## config.mk

```make
export PLATFORM = sky130hd
export DESIGN_NAME = host_cmd_intake_flat
export DESIGN_NICKNAME = d
export VERILOG_FILES = /design/src/rtl/ddr2_host_pkg.sv /design/src/rtl/host_cmd_intake_if.sv /design/src/rtl/host_cmd_intake_fifo.sv /design/src/rtl/host_cmd_intake.sv /design/src/flat_wrapper.sv
export SDC_FILE = /design/constraint.sdc
export NUM_CORES = 2
export LEC_CHECK = 0
export ABC_AREA = 0
export CAP_MARGIN = 5
export CORE_AREA = 2 2 335 337
export DETAILED_ROUTE_END_ITERATION = 10
export DIE_AREA = 0 0 337 339
export PLACE_DENSITY = 0.75
export SYNTH_ARGS = -nofsm -noshare
export SYNTH_HDL_FRONTEND = slang
export SYNTH_SLANG_ARGS = --single-unit
```

## constraint.sdc

```tcl
create_clock -name clk -period 5.05 [get_ports clk]
set_clock_uncertainty 0.2 [all_clocks]
set_input_delay 1.01 -clock clk [delete_from_list [all_inputs] [get_ports clk]]
set_output_delay 1.01 -clock clk [all_outputs]
set_load 0.005 [all_outputs]
```

## src/rtl/ddr2_host_pkg.sv

```systemverilog
// ddr2_host_pkg
// Shared definitions for the host command intake path: host command
// encoding, default queue depths, burst-length unit, the command-queue
// entry layout and the intake FSM state type.
package ddr2_host_pkg;

    localparam int CQ_DEPTH_DEF = 16;
    localparam int DQ_DEPTH_DEF = 64;
    localparam int BURST_UNIT   = 8;
    // Wide enough for the largest remaining-beat count (4*BURST_UNIT-1).
    localparam int BEAT_W       = 5;

    typedef enum logic [2:0] {
        CMD_NOP  = 3'd0,
        CMD_SCR  = 3'd1,
        CMD_SCW  = 3'd2,
        CMD_BLR  = 3'd3,
        CMD_BLW  = 3'd4,
        CMD_ATR  = 3'd5,
        CMD_ATW  = 3'd6,
        CMD_NOP7 = 3'd7
    } cmd_e;

    typedef struct packed {
        cmd_e        cmd;
        logic [1:0]  sz;
        logic [2:0]  op;
        logic [24:0] addr;
    } cq_entry_t;

    typedef enum logic {
        ST_IDLE,
        ST_BLK_DATA
    } intake_state_e;

    // Words in one block transfer: 8, 16, 24 or 32.
    function automatic logic [5:0] burst_words(input logic [1:0] sz);
        return 6'(BURST_UNIT) * (6'(sz) + 6'd1);
    endfunction

endpackage

```

## src/rtl/host_cmd_intake_if.sv

```systemverilog
// host_cmd_intake_if
// Bundles the host-side command/data inputs with the flow-control outputs,
// and the scheduler-side queue heads with their pop strobes.
//   slave  : used by host_cmd_intake
//   master : used by whatever drives the host side and consumes the queues
interface host_cmd_intake_if
    import ddr2_host_pkg::*;
#(
    parameter int DQ_DEPTH = DQ_DEPTH_DEF
);
    localparam int FC_W = $clog2(DQ_DEPTH + 1);

    // Host side
    logic              init_done;
    logic [2:0]        cmd;
    logic [1:0]        sz;
    logic [2:0]        op;
    logic [24:0]       addr;
    logic [15:0]       din;
    logic              notfull;
    logic [FC_W-1:0]   fillcount;

    // Scheduler side
    logic              cq_valid;
    logic [2:0]        cq_cmd;
    logic [1:0]        cq_sz;
    logic [2:0]        cq_op;
    logic [24:0]       cq_addr;
    logic              cq_pop;
    logic              dq_valid;
    logic [15:0]       dq_data;
    logic              dq_pop;

    modport slave (
        input  init_done, cmd, sz, op, addr, din, cq_pop, dq_pop,
        output notfull, fillcount,
        output cq_valid, cq_cmd, cq_sz, cq_op, cq_addr, dq_valid, dq_data
    );

    modport master (
        output init_done, cmd, sz, op, addr, din, cq_pop, dq_pop,
        input  notfull, fillcount,
        input  cq_valid, cq_cmd, cq_sz, cq_op, cq_addr, dq_valid, dq_data
    );

endinterface

```

## src/rtl/host_cmd_intake_fifo.sv

```systemverilog
// sync_fifo
// Single-clock first-word-fall-through FIFO with an occupancy count.
//   clk, rst_n : clock, asynchronous active-low reset
//   push, din  : write strobe / data
//   pop        : consume head (ignored when empty)
//   dout       : head word, forced to 0 while empty
//   valid      : head valid
//   count      : occupancy 0..DEPTH
module sync_fifo #(
    parameter int WIDTH = 16,
    parameter int DEPTH = 64
) (
    input  logic                       clk,
    input  logic                       rst_n,
    input  logic                       push,
    input  logic [WIDTH-1:0]           din,
    input  logic                       pop,
    output logic [WIDTH-1:0]           dout,
    output logic                       valid,
    output logic [$clog2(DEPTH+1)-1:0] count
);
    localparam int AW = $clog2(DEPTH);
    localparam int CW = $clog2(DEPTH + 1);

    logic [WIDTH-1:0] mem [DEPTH];
    logic [AW-1:0]    wr_ptr_reg, rd_ptr_reg;
    logic [CW-1:0]    count_reg;
    logic             push_eff, pop_eff;

    function automatic logic [AW-1:0] ptr_inc(input logic [AW-1:0] p);
        return (p == AW'(DEPTH - 1)) ? '0 : p + 1'b1;
    endfunction

    assign pop_eff  = pop && (count_reg != '0);
    assign push_eff = push && ((count_reg != CW'(DEPTH)) || pop_eff);

    always_ff @(posedge clk) begin
        if (push_eff) begin
            mem[wr_ptr_reg] <= din;
        end
    end

    always_ff @(posedge clk or negedge rst_n) begin
        if (!rst_n) begin
            wr_ptr_reg <= '0;
            rd_ptr_reg <= '0;
            count_reg  <= '0;
        end else begin
            if (push_eff) wr_ptr_reg <= ptr_inc(wr_ptr_reg);
            if (pop_eff)  rd_ptr_reg <= ptr_inc(rd_ptr_reg);
            case ({push_eff, pop_eff})
                2'b10:   count_reg <= count_reg + 1'b1;
                2'b01:   count_reg <= count_reg - 1'b1;
                default: count_reg <= count_reg;
            endcase
        end
    end

    // Head is read asynchronously so a word pushed on one edge is visible
    // right after it; masking with valid keeps stale words off the bus.
    assign valid = (count_reg != '0);
    assign dout  = valid ? mem[rd_ptr_reg] : '0;
    assign count = count_reg;

endmodule

```

## src/rtl/host_cmd_intake.sv

```systemverilog
// host_cmd_intake
// Accepts host commands into a command queue and write data into a data
// queue. Block writes stay in BLK_DATA until every beat has been taken.
//   clk   : clock (rising edge)
//   rst_n : asynchronous active-low reset
//   bus   : host inputs, NOTFULL/FILLCOUNT flow control, queue heads/pops
module host_cmd_intake
    import ddr2_host_pkg::*;
#(
    parameter int CQ_DEPTH = CQ_DEPTH_DEF,
    parameter int DQ_DEPTH = DQ_DEPTH_DEF
) (
    input  logic              clk,
    input  logic              rst_n,
    host_cmd_intake_if.slave  bus
);
    localparam int CQ_CW = $clog2(CQ_DEPTH + 1);
    localparam int DQ_CW = $clog2(DQ_DEPTH + 1);

    intake_state_e     state_reg, state_next;
    logic [BEAT_W-1:0] beat_reg, beat_next;
    logic              cq_push, dq_push;
    logic              cspace, dspace;
    logic [CQ_CW-1:0]  cq_count;
    logic [DQ_CW-1:0]  dq_count;
    cq_entry_t         cq_in, cq_head;

    // Space flags come from registered counts only, so a pop in the same
    // cycle does not open room until the next cycle.
    assign cspace = (cq_count != CQ_CW'(CQ_DEPTH));
    assign dspace = (dq_count <= DQ_CW'(DQ_DEPTH - 1));

    assign cq_in = '{cmd: cmd_e'(bus.cmd), sz: bus.sz, op: bus.op, addr: bus.addr};

    always_ff @(posedge clk or negedge rst_n) begin
        if (!rst_n) begin
            state_reg <= ST_IDLE;
            beat_reg  <= '0;
        end else begin
            state_reg <= state_next;
            beat_reg  <= beat_next;
        end
    end

    always_comb begin
        state_next = state_reg;
        beat_next  = beat_reg;
        cq_push    = 1'b0;
        dq_push    = 1'b0;
        case (state_reg)
            ST_IDLE: begin
                if (bus.init_done) begin
                    case (cmd_e'(bus.cmd))
                        CMD_SCR, CMD_BLR: begin
                            cq_push = cspace;
                        end
                        CMD_SCW, CMD_ATR, CMD_ATW: begin
                            cq_push = cspace && dspace;
                            dq_push = cspace && dspace;
                        end
                        CMD_BLW: begin
                            if (cspace && dspace) begin
                                cq_push    = 1'b1;
                                dq_push    = 1'b1;
                                // First beat rides with the command.
                                beat_next  = BEAT_W'(burst_words(bus.sz) - 6'd1);
                                state_next = ST_BLK_DATA;
                            end
                        end
                        default: ;
                    endcase
                end
            end
            ST_BLK_DATA: begin
                // Host fields other than DIN are ignored mid-burst.
                if (dspace) begin
                    dq_push   = 1'b1;
                    beat_next = beat_reg - 1'b1;
                    if (beat_reg == BEAT_W'(1)) begin
                        state_next = ST_IDLE;
                    end
                end
            end
            default: state_next = ST_IDLE;
        endcase
    end

    sync_fifo #(.WIDTH($bits(cq_entry_t)), .DEPTH(CQ_DEPTH)) u_cmd_q (
        .clk   (clk),
        .rst_n (rst_n),
        .push  (cq_push),
        .din   (cq_in),
        .pop   (bus.cq_pop),
        .dout  (cq_head),
        .valid (bus.cq_valid),
        .count (cq_count)
    );

    sync_fifo #(.WIDTH(16), .DEPTH(DQ_DEPTH)) u_data_q (
        .clk   (clk),
        .rst_n (rst_n),
        .push  (dq_push),
        .din   (bus.din),
        .pop   (bus.dq_pop),
        .dout  (bus.dq_data),
        .valid (bus.dq_valid),
        .count (dq_count)
    );

    assign bus.notfull   = cspace;
    assign bus.fillcount = dq_count;
    assign bus.cq_cmd    = cq_head.cmd;
    assign bus.cq_sz     = cq_head.sz;
    assign bus.cq_op     = cq_head.op;
    assign bus.cq_addr   = cq_head.addr;

endmodule
```

## src/flat_wrapper.sv

```systemverilog
// flat-port wrapper written by rule: the top's interface ports become plain ports
module host_cmd_intake_flat import ddr2_host_pkg::*;
#(
    parameter int CQ_DEPTH = CQ_DEPTH_DEF,
    parameter int DQ_DEPTH = DQ_DEPTH_DEF
)
  (clk, rst_n, bus_init_done, bus_cmd, bus_sz, bus_op, bus_addr, bus_din, bus_cq_pop, bus_dq_pop, bus_notfull, bus_fillcount, bus_cq_valid, bus_cq_cmd, bus_cq_sz, bus_cq_op, bus_cq_addr, bus_dq_valid, bus_dq_data);
  host_cmd_intake_if #(.DQ_DEPTH(DQ_DEPTH)) bus_i ();
  input  logic clk;
  input  logic rst_n;
  input wire logic [$bits(bus_i.init_done)-1:0] bus_init_done;
  input wire logic [$bits(bus_i.cmd)-1:0] bus_cmd;
  input wire logic [$bits(bus_i.sz)-1:0] bus_sz;
  input wire logic [$bits(bus_i.op)-1:0] bus_op;
  input wire logic [$bits(bus_i.addr)-1:0] bus_addr;
  input wire logic [$bits(bus_i.din)-1:0] bus_din;
  input wire logic [$bits(bus_i.cq_pop)-1:0] bus_cq_pop;
  input wire logic [$bits(bus_i.dq_pop)-1:0] bus_dq_pop;
  output wire logic [$bits(bus_i.notfull)-1:0] bus_notfull;
  output wire logic [$bits(bus_i.fillcount)-1:0] bus_fillcount;
  output wire logic [$bits(bus_i.cq_valid)-1:0] bus_cq_valid;
  output wire logic [$bits(bus_i.cq_cmd)-1:0] bus_cq_cmd;
  output wire logic [$bits(bus_i.cq_sz)-1:0] bus_cq_sz;
  output wire logic [$bits(bus_i.cq_op)-1:0] bus_cq_op;
  output wire logic [$bits(bus_i.cq_addr)-1:0] bus_cq_addr;
  output wire logic [$bits(bus_i.dq_valid)-1:0] bus_dq_valid;
  output wire logic [$bits(bus_i.dq_data)-1:0] bus_dq_data;
  assign bus_i.init_done = bus_init_done;
  assign bus_i.cmd = bus_cmd;
  assign bus_i.sz = bus_sz;
  assign bus_i.op = bus_op;
  assign bus_i.addr = bus_addr;
  assign bus_i.din = bus_din;
  assign bus_i.cq_pop = bus_cq_pop;
  assign bus_i.dq_pop = bus_dq_pop;
  assign bus_notfull = bus_i.notfull;
  assign bus_fillcount = bus_i.fillcount;
  assign bus_cq_valid = bus_i.cq_valid;
  assign bus_cq_cmd = bus_i.cq_cmd;
  assign bus_cq_sz = bus_i.cq_sz;
  assign bus_cq_op = bus_i.cq_op;
  assign bus_cq_addr = bus_i.cq_addr;
  assign bus_dq_valid = bus_i.dq_valid;
  assign bus_dq_data = bus_i.dq_data;
  host_cmd_intake #(.CQ_DEPTH(CQ_DEPTH), .DQ_DEPTH(DQ_DEPTH)) u_core (.clk(clk), .rst_n(rst_n), .bus(bus_i));
endmodule
```

==> impl_metrics.json <==
{
  "outcome": "completed",
  "synth.area.top_cells": "edfxtp_1 (76%), mux4_2 (14%), mux2i_1 (1.7%)",
  "min_period_over_period": 0.999,
  "fin_ws_ns": 0.00402,
  "yosysMostFrequentCell": "edfxtp_1",
  "grt_overflow": 0,
  "reg2regPathDepth": 13,
  "cts_buffers": 154,
  "synth_flop_cell": "edfxtp_1",
  "cp_top_family": "buffers and inverters",
  "yosysWarnings": 0,
  "hold_slack_ns": 0.239,
  "grt_pass1_wl_mm": 213,
  "insertion_delay_ns": 0.78,
  "synth_seq_cells": 1590,
  "clkTransAtPathRegs_ns": 0.06,
  "yosys.area.top_type": "edfxtp_1",
  "drt-pass1-iter-count": 5,
  "coreArea_um2": 110000,
  "wl_per_cell_um": 30.6,
  "fmax_mhz": 198,
  "cts-root-buf": "clkbuf_16",
  "synth_edf_count": 1552,
  "io-pin-count": 113,
  "startpoint_type": "flip-flop",
  "cp_num_cells": 8,
  "required_ns": 3.84,
  "synth_common_cells": "edfxtp_1 (1552), mux4_2 (371), nor2_1 (112)",
  "drive_gt1_frac": 0.268,
  "maxCapViolCount": 0,
  "r2r_slack_ns": 1.41,
  "setup_violations": 0,
  "finalHoldViolCount": 0,
  "cts_htree_levels": 4,
  "syn_inst": 2847,
  "grt_max_degree": 65,
  "slew_headroom": 0.110,
  "min_period_ns": 5.05,
  "critPathMaxFanout": 26,
  "ys_types": 67,
  "tightest_slew_ns": 1.33,
  "row_count": 122,
  "remaining_drc_errors": 0,
  "dieArea_um2": 114000,
  "crit_start": "u_core.u_data_q.rd_ptr_reg[2]$_DFFE_PN0P_",
  "worst_path_max_delay_cell": "clkdlybuf4s50_1",
  "avgSynthCellArea_um2": 21.7,
  "drt_iter0_markers": 4170,
  "syn_area_um2": 61700,
  "rsz0062_at_grt": "true",
  "antenna_found_initial": 13,
  "synth_top_area_frac": 0.756,
  "drv_slew": 0,
  "path_buf_inv": 3,
  "grt_usage": 0.259,
  "drtAntennaViolNets": 0,
  "crit_chain": "buf_4 -> buf_4 -> mux4_2 -> o22ai_1 -> nor3_1 -> o21ai_0 -> o2bb2ai_1 -> clkdlybuf4s50_1",
  "yosysSeqAreaShare": 0.771,
  "r2r-end": "u_core.u_cmd_q.count[4]$_DFFE_PN0P_",
  "hpwl_mm": 84.6,
  "postSynthNetCount": 2920,
  "start_util": 0.559,
  "post_drt_via_cell_ratio": 6.50,
  "crit_type": "flip-flop to output port",
  "r2r-start": "u_core.u_cmd_q.count[1]$_DFFE_PN0P_",
  "p_per_area_nw_per_um2": 531,
  "cts.sinks": 1590,
  "die_h_um": 339,
  "cpMostUsedCell": "buf_4",
  "totalPowerFinal_uw": 37600,
  "routed_wl_mm": 146,
  "io_buffers": 112,
  "slowest_delay_ns": 0.59,
  "largest_reg_flops": 1024,
  "grt_pass1_vias": 31500,
  "gp_congestion": 0.905,
  "die_w_um": 337,
  "min_path_type": "input port to async pin",
  "arrival_ns": 3.84,
  "nets": 3233,
  "endpoint_kind": "output port",
  "place_worst_setup_slack_ns": 0.380,
  "vias": 31100,
  "cts_tree": "yes",
  "p_leak_uw": 0.0226,
  "synth-async-reset-ratio": 0.0239,
  "irDropWorstVdd_v": 0.000780,
  "cp-endpoint": "bus_dq_data[11]",
  "syn_to_final_growth_pct": 14.9,
  "ctsLongestPathBuffers": 3
}
logic make-up (layout without fill, tap and decap cells):
logic type                 after synthesis  after routing  synth area share
and+or+nand+nor                        301            301            0.0241
adders and majority gates               19             19           0.00398
buffers and inverters                  176            616            0.0146
AOI/OAI and AO/OA                      257            257            0.0291
muxes                                  484            484             0.154
DFF                                   1590           1590             0.771
other                                    0              6                 0
xor gates and xnor gates                20             20           0.00314
cell usage in the layout, fill, tap and decap left out, types with 15 or more instances in the layout:
cell type	n
a211oi_1	17
a21oi_1	45
a22o_1	16
a22oi_1	44
and2_1	37
buf_12	20
buf_2	17
buf_4	177
bufinv_16	15
clkbuf_1	34
clkbuf_16	155
clkdlybuf4s50_1	95
clkinv_1	35
clkinv_2	27
dfrtp_1	29
edfxtp_1	1552
ha_1	18
inv_1	17
mux2i_1	102
mux4_2	371
nand2_1	59
nand3_1	15
nor2_1	106
o21ai_0	22
o221ai_1	18
o22ai_1	28
per-layer routing:
layer / vias up / wire length [um] / track usage
li1: 12600 / - / -
met1: 16300 / 52900 / 0.343
met2: 1860 / 74000 / 0.425
met3: 322 / 14700 / 0.0610
met4: 14 / 4820 / 0.0911
met5: - / 82 / 0
worst min path at each step:
stage / cells past startpoint / slack [ns] / endpoint / from
2_1_floorplan: 1 / 0.27 / u_core.u_cmd_q.wr_ptr_reg[3]$_DFFE_PN0P_ / u_core.u_cmd_q.wr_ptr_reg[3]$_DFFE_PN0P_
6_report: 1 / 0.24 / u_core.u_data_q.rd_ptr_reg[2]$_DFFE_PN0P_ / rst_n
4_1_cts: 1 / 0.23 / u_core.u_data_q.rd_ptr_reg[3]$_DFFE_PN0P_ / rst_n
3_5_place_dp: 1 / 0.34 / u_core.u_data_q.rd_ptr_reg[5]$_DFFE_PN0P_ / u_core.u_data_q.rd_ptr_reg[5]$_DFFE_PN0P_
5_1_grt: 1 / 0.27 / u_core.u_cmd_q.rd_ptr_reg[0]$_DFFE_PN0P_ / rst_n
3_3_place_gp: 1 / 0.31 / u_core.beat_reg[0]$_DFFE_PN0P_ / u_core.beat_reg[0]$_DFFE_PN0P_
final cells by class:
class / instances / area, um^2
diodes: 6 / 15.0
clock buffers: 189 / 4010
clock inverters: 94 / 1010
fillers: 7031 / 39500
inverters: 17 / 63.8
multi-input cells: 1081 / 13400
flip-flops and latches: 1590 / 47600
well taps: 1488 / 1860
repair buffers: 316 / 2890
stage by stage:
stage	cells	TNS, ns	util	instance area, um^2
2_1_floorplan	2847	-99.16	-	61700
3_3_place_gp	4478	0	0.594	65500
3_5_place_dp	4478	0	0.594	65500
4_1_cts	4774	0	0.641	70800
5_1_grt	4777	-0.124	0.642	70900
6_report	4781	0	0.642	70900
what timing repair did:
item,in CTS,in global routing
hold buffers,0,0
buffers inserted,13,1
pin swaps,0,1
setup endpoints to repair,16,13
gates resized for setup,16,19
power by group:
group	switching (uW)	total, uW	leakage [uW]	internal [uW]
clock network	4910	11400	0.00244	6470
logic	5600	10600	0.00577	5020
registers	604	15600	0.0144	15000
total	11100	37600	0.0226	26500
(Power assumes the default switching activity.)
